[src/rtl/matrix_keypad_scanner.sv]
// ============================================================================
// Module      : matrix_keypad_scanner
// Description : Debounced ROWS x COLS keypad scanner with press/release events,
//               linear key code and held level. Define KEY_REPEAT_EN to add
//               auto-repeat press events while a key stays held.
// Revision    : 1.0 - initial release
// ============================================================================
`default_nettype none

module matrix_keypad_scanner #(
  parameter int ROWS            = 4,
  parameter int COLS            = 4,
  parameter int DEBOUNCE_CYCLES = 1_000_000,
  parameter int SETTLE_CYCLES   = 2,
  parameter int REPEAT_DELAY    = 25_000_000,
  parameter int REPEAT_PERIOD   = 5_000_000,
  localparam int KEY_W          = $clog2(ROWS * COLS)
) (
  input  logic             clk,
  input  logic             rst,
  input  logic [ROWS-1:0]  row_data,
  output logic [COLS-1:0]  col_data,
  output logic             key_valid,
  output logic             key_press,
  output logic [KEY_W-1:0] key_code,
  output logic             key_held
);

  localparam int RW = $clog2(ROWS);
  localparam int CW = $clog2(COLS);
  localparam int DW = $clog2(DEBOUNCE_CYCLES + 1);
  localparam int SW = $clog2(SETTLE_CYCLES + 2);

  localparam logic [DW-1:0] C_DEB_LAST   = DW'(DEBOUNCE_CYCLES - 1);
  localparam logic [SW-1:0] C_SETTLE     = SW'(SETTLE_CYCLES);
  localparam logic [CW-1:0] C_COL_LAST   = CW'(COLS - 1);

  if (ROWS < 2 || ROWS > 8 || COLS < 2 || COLS > 8 || DEBOUNCE_CYCLES < 2 ||
      REPEAT_DELAY < 2 || REPEAT_PERIOD < 2) begin : g_param_error
    $error("matrix_keypad_scanner: parameter out of range");
  end

  typedef enum logic [2:0] {
    S_IDLE   = 3'd0,
    S_DEB_P  = 3'd1,
    S_SCAN   = 3'd2,
    S_REPORT = 3'd3,
    S_HELD   = 3'd4,
    S_DEB_R  = 3'd5
  } state_t;

  state_t           r_state;
  logic [ROWS-1:0]  r_row_meta;
  logic [ROWS-1:0]  r_rs;
  logic [DW-1:0]    r_deb_cnt;
  logic [SW-1:0]    r_settle_cnt;
  logic [CW-1:0]    r_col;
  logic [RW-1:0]    r_row;

  logic             w_any_low;
  logic             w_cap_high;
  logic [RW-1:0]    w_low_row;
  logic [KEY_W-1:0] w_code;

  // Idle level of the synchroniser is all-ones so reset does not look like a press
  always_ff @(posedge clk or posedge rst) begin
    if (rst) begin
      r_row_meta <= '1;
      r_rs       <= '1;
    end else begin
      r_row_meta <= row_data;
      r_rs       <= r_row_meta;
    end
  end

  assign w_any_low  = (r_rs != '1);
  assign w_cap_high = r_rs[r_row];
  assign w_code     = KEY_W'(int'(r_row) * COLS + int'(r_col));

  always_comb begin
    w_low_row = '0;
    for (int i = ROWS - 1; i >= 0; i--) begin
      if (!r_rs[i]) w_low_row = RW'(i);
    end
  end

`ifdef KEY_REPEAT_EN
  localparam int RPW = $clog2(((REPEAT_DELAY > REPEAT_PERIOD) ? REPEAT_DELAY : REPEAT_PERIOD) + 1);

  logic [RPW-1:0] r_rep_cnt;
  logic           r_rep_armed;
  logic           w_rep_fire;

  assign w_rep_fire = (r_rep_cnt == (r_rep_armed ? RPW'(REPEAT_PERIOD - 1) : RPW'(REPEAT_DELAY - 1)));
`endif

  always_ff @(posedge clk or posedge rst) begin
    if (rst) begin
      r_state      <= S_IDLE;
      col_data     <= '0;
      key_valid    <= 1'b0;
      key_press    <= 1'b0;
      key_code     <= '0;
      key_held     <= 1'b0;
      r_deb_cnt    <= '0;
      r_settle_cnt <= '0;
      r_col        <= '0;
      r_row        <= '0;
`ifdef KEY_REPEAT_EN
      r_rep_cnt    <= '0;
      r_rep_armed  <= 1'b0;
`endif
    end else begin
      key_valid <= 1'b0;
      case (r_state)
        S_IDLE: begin
          col_data <= '0;
          // The sample that leaves IDLE already counts as the first stable cycle
          if (w_any_low) begin
            r_deb_cnt <= DW'(1);
            r_state   <= S_DEB_P;
          end
        end
        S_DEB_P: begin
          if (!w_any_low) begin
            r_deb_cnt <= '0;
            r_state   <= S_IDLE;
          end else if (r_deb_cnt == C_DEB_LAST) begin
            r_deb_cnt    <= '0;
            r_col        <= '0;
            r_settle_cnt <= '0;
            col_data     <= ~COLS'(1);
            r_state      <= S_SCAN;
          end else begin
            r_deb_cnt <= r_deb_cnt + DW'(1);
          end
        end
        S_SCAN: begin
          if (r_settle_cnt != C_SETTLE) begin
            r_settle_cnt <= r_settle_cnt + SW'(1);
          end else if (w_any_low) begin
            r_row   <= w_low_row;
            r_state <= S_REPORT;
          end else if (r_col == C_COL_LAST) begin
            col_data <= '0;
            r_state  <= S_IDLE;
          end else begin
            r_col        <= r_col + CW'(1);
            r_settle_cnt <= '0;
            col_data     <= ~(COLS'(1) << (r_col + CW'(1)));
          end
        end
        S_REPORT: begin
          key_valid <= 1'b1;
          key_press <= 1'b1;
          key_code  <= w_code;
          key_held  <= 1'b1;
          r_state   <= S_HELD;
`ifdef KEY_REPEAT_EN
          r_rep_cnt   <= '0;
          r_rep_armed <= 1'b0;
`endif
        end
        S_HELD: begin
          if (w_cap_high) begin
            r_deb_cnt <= '0;
            r_state   <= S_DEB_R;
          end
`ifdef KEY_REPEAT_EN
          else if (w_rep_fire) begin
            key_valid   <= 1'b1;
            key_press   <= 1'b1;
            r_rep_cnt   <= '0;
            r_rep_armed <= 1'b1;
          end else begin
            r_rep_cnt <= r_rep_cnt + RPW'(1);
          end
`endif
        end
        S_DEB_R: begin
          if (!w_cap_high) begin
            r_deb_cnt <= '0;
            r_state   <= S_HELD;
          end else if (r_deb_cnt == C_DEB_LAST) begin
            key_valid <= 1'b1;
            key_press <= 1'b0;
            key_held  <= 1'b0;
            col_data  <= '0;
            r_deb_cnt <= '0;
            r_state   <= S_IDLE;
          end else begin
            r_deb_cnt <= r_deb_cnt + DW'(1);
          end
        end
        default: r_state <= S_IDLE;
      endcase
    end
  end

endmodule

`default_nettype wire

[config.mk]
export PLATFORM = sky130hd
export DESIGN_NAME = matrix_keypad_scanner
export DESIGN_NICKNAME = d
export VERILOG_FILES = /design/src/rtl/matrix_keypad_scanner.sv
export SDC_FILE = /design/constraint.sdc
export NUM_CORES = 1
export LEC_CHECK = 0
export CAP_MARGIN = 5
export CORE_MARGIN = 5
export CORE_UTILIZATION = 55
export CTS_CLUSTER_SIZE = 28
export DETAILED_ROUTE_END_ITERATION = 16
export PLACE_DENSITY = 0.85
export SLEW_MARGIN = 10
export SYNTH_ARGS = -nofsm -noshare
export SYNTH_HDL_FRONTEND = slang
export SYNTH_SLANG_ARGS = --single-unit
[constraint.sdc]
create_clock -name clk -period 2.7 [get_ports clk]
set_input_delay 0.675 -clock clk [delete_from_list [all_inputs] [get_ports clk]]
set_output_delay 0.675 -clock clk [all_outputs]
set_load 0.01 [all_outputs]
==> impl_metrics.yaml <==
synth:
  synth-main-ff-cell: "dfrtp_1"
  netlist.area_leader.share: 0.4004
  yosysMostFrequentCell: "dfrtp_1"
  ys_types: 49
  synth_area_mm2: 0.002437
  yosys.area.top_type: "dfrtp_1"
  syn_inst: 238
  yosys_warnings: 0
  synthTopCellsByCount: "39 x dfrtp_1, 20 x o21ai_0, 15 x nand2_1, 11 x nor2_1"
  ys_async_sr_fraction: 1.000
  postSynthAreaPerCell_um2: 10.24
  seq_area_frac_synth: 0.4867
  syn_nets: 248
  synth_area_leaders: "dfrtp_1 40%, dfstp_2 8.6%, o21ai_0 4.1%"
  synth_seq_cells: 47
  synth_edf_count: 0
critical_path:
  cp_max_fo: 15
  critPathKind: "register to register"
  critPathArrivalTime_ns: 2.55
  worst_setup_path_end_kind: "register"
  crit_chain: "ha_1, and3_1, nand4_1, o211ai_4, buf_4, o21ai_0, a22o_1"
  slowest_stage: "dfrtp_1"
  cp.required_ns: 2.90
  critPathLaunchType: "register"
  slowest_delay_ns: 0.44
layout:
  layout.nets: 264
  drive_gt1_frac: 0.1373
  antenna_cells: 0
  post-route-cell-area_mm2: 0.002718
  area_delta_synth_final_pct: 11.50
clock_network:
  clockRootBuffer: "clkbuf_8"
  clock_latency_ns: 0.30
  cts_resized: 0
  clock_path_buffers: 2
  tritoncts: "built"
  holdBufCountCts: 0
  numCtsBuffers: 5
  post-cts-setup-buffer-count: 0
  cts_htree_levels: 2
  clkTransAtPathRegs_ns: 0.09
  cts_sinks: 47
pwr:
  power_mw: 1.694
  power_leakage_nw: 1.235
  powerDensity_mw_per_mm2: 623.4
  ir_drop_mv: 0.5356
sta:
  drv_slew: 0
  setup_tns_ns: 0
  max_slew_margin: 0.6120
  finalHoldViolations: 0
  finClkSkew_ns: 0.009272
  fmax_mhz: 424.5
  whs_ns: 0.3565
  finalWorstSetupSlack_ns: 0.3442
  fin_crit_sh: 0.8725
  worst_slew_pin_slew_ns: 0.5819
  setup_viol: 0
  post-route-min-period_ns: 2.356
  rsz0062_at_grt: "no"
grt:
  grt_start_max_net_pins: 48
  grt-ovfl-total: 0
  antenna_found_initial: 0
  grt_pass1_vias: 1844
  grt_first_pass_wirelength_mm: 8.204
  track_usage: 0.1670
floorplanning:
  die_width_um: 76.57
  fp.dieH_um: 76.57
  rows: 24
  start_util: 0.5637
  dieArea_mm2: 0.005863
  io_pins: 17
  core_area_mm2: 0.004324
place:
  placed_cell_area_mm2: 0.002630
  post-place-ws_ns: 0.3967
  io_buffers: 16
  dp_hpwl_mm: 3.341
  gp_congestion: 0.8829
drt:
  ant_nets: 0
  routed_via_density: 6.094
  wl_per_cell_um: 15.45
  dr_total_vias: 1871
  wl_mm: 4.742
  drt_iter0_drc: 279
  dr.pass1.iters: 4
  drc: 0
hold_path:
  worstHoldPathType: "register to register"
outcome:
  outcome: "complete, no violations"
run:
  maxCapViolations: 0
[cells in the final DEF, fill, tap and decap left out, types with 6 or more instances in the layout]
cell type        count
dfrtp_1             39
o21ai_0             20
clkdlybuf4s50_1     16
nand2_1             15
nor2_1              11
and3_1               9
nor2b_1              9
nand3_1              9
a21oi_1              9
a21o_1               8
mux2_2               8
a22o_1               8
dfstp_2              8
nand4_1              6
o22ai_1              6
[per-stage QoR]
| step | util | cells |
|---|---|---|
| final | 0.6285 | 307 |
| after global routing | 0.6285 | 307 |
| after CTS | 0.6285 | 307 |
| after detailed placement | 0.6082 | 299 |
| after global placement | 0.6082 | 299 |
| after floorplan | - | 238 |
[registers in the layout, indices dropped and copies added (netlist names)]
| register | flops |
|---|---|
| key_valid | 1 |
| key_code | 4 |
| r_col | 2 |
| col_data | 4 |
| r_row_meta | 4 |
| r_rs | 4 |
| r_settle_cnt | 2 |
| key_held | 1 |
| r_row | 2 |
| r_state | 3 |
| r_deb_cnt | 20 |
[area by class of cell]
cell class | count | area [um^2]
Timing Repair Buffer | 20 | 190.2
Clock buffer | 5 | 68.82
Tap cell | 52 | 65.06
Inverter | 6 | 22.52
Clock inverter | 3 | 18.77
Multi-Input combinational cell | 174 | 1166
Sequential cell | 47 | 1186
Fill cell | 366 | 1607
[where the power goes]
group / internal (mW) / switching, mW / leakage [nW]
combinational: 0.199 / 0.206 / 0.578
sequential: 0.774 / 0.0824 / 0.608
clock: 0.183 / 0.250 / 0.0483
[logic make-up (layout without fill, tap and decap cells)]
| group | count (synthesis) | count (layout) | synth area share |
|---|---|---|---|
| and+or+nand+nor | 92 | 92 | 0.2135 |
| AOI/OAI and AO/OA | 67 | 67 | 0.1879 |
| DFF | 47 | 47 | 0.4867 |
| buffers and inverters | 17 | 34 | 0.03491 |
| muxes | 11 | 11 | 0.05647 |
| adders and majority gates | 4 | 4 | 0.02053 |
[worst max-delay path: cells and delay by family (launching register included)]
kind,cells,cell delay (ns)
compound gates,3,0.79
fa+ha+maj,1,0.22
simple gates,2,0.53
buf+inv,1,0.26
flops,1,0.44
[routing by layer]
metal | vias to the layer above | global-route usage | routed length (um)
met2 | 56 | 0.2731 | 2222
li1 | 920 | - | -
met3 | 4 | 0.03783 | 256
met4 | 0 | 0.04720 | 53
met1 | 891 | 0.2218 | 2210
met5 | - | 0 | 0
[path summary, 6_finish.rpt]
check | from | endpoint | slack, ns | depth (start not counted)
max | r_deb_cnt[0] | r_deb_cnt[2] | 0.34 | 7
min | r_row_meta[1] | r_rs[1] | 0.36 | 0
max reg2reg | r_deb_cnt[0] | r_deb_cnt[2] | 0.34 | 7
min reg2reg | r_row_meta[1] | r_rs[1] | 0.36 | 0
max in group asynchronous | rst | r_settle_cnt[1] | 1.48 | 3
min in group asynchronous | rst | r_deb_cnt[11] | 0.83 | 3
(Power assumes the default switching activity.)
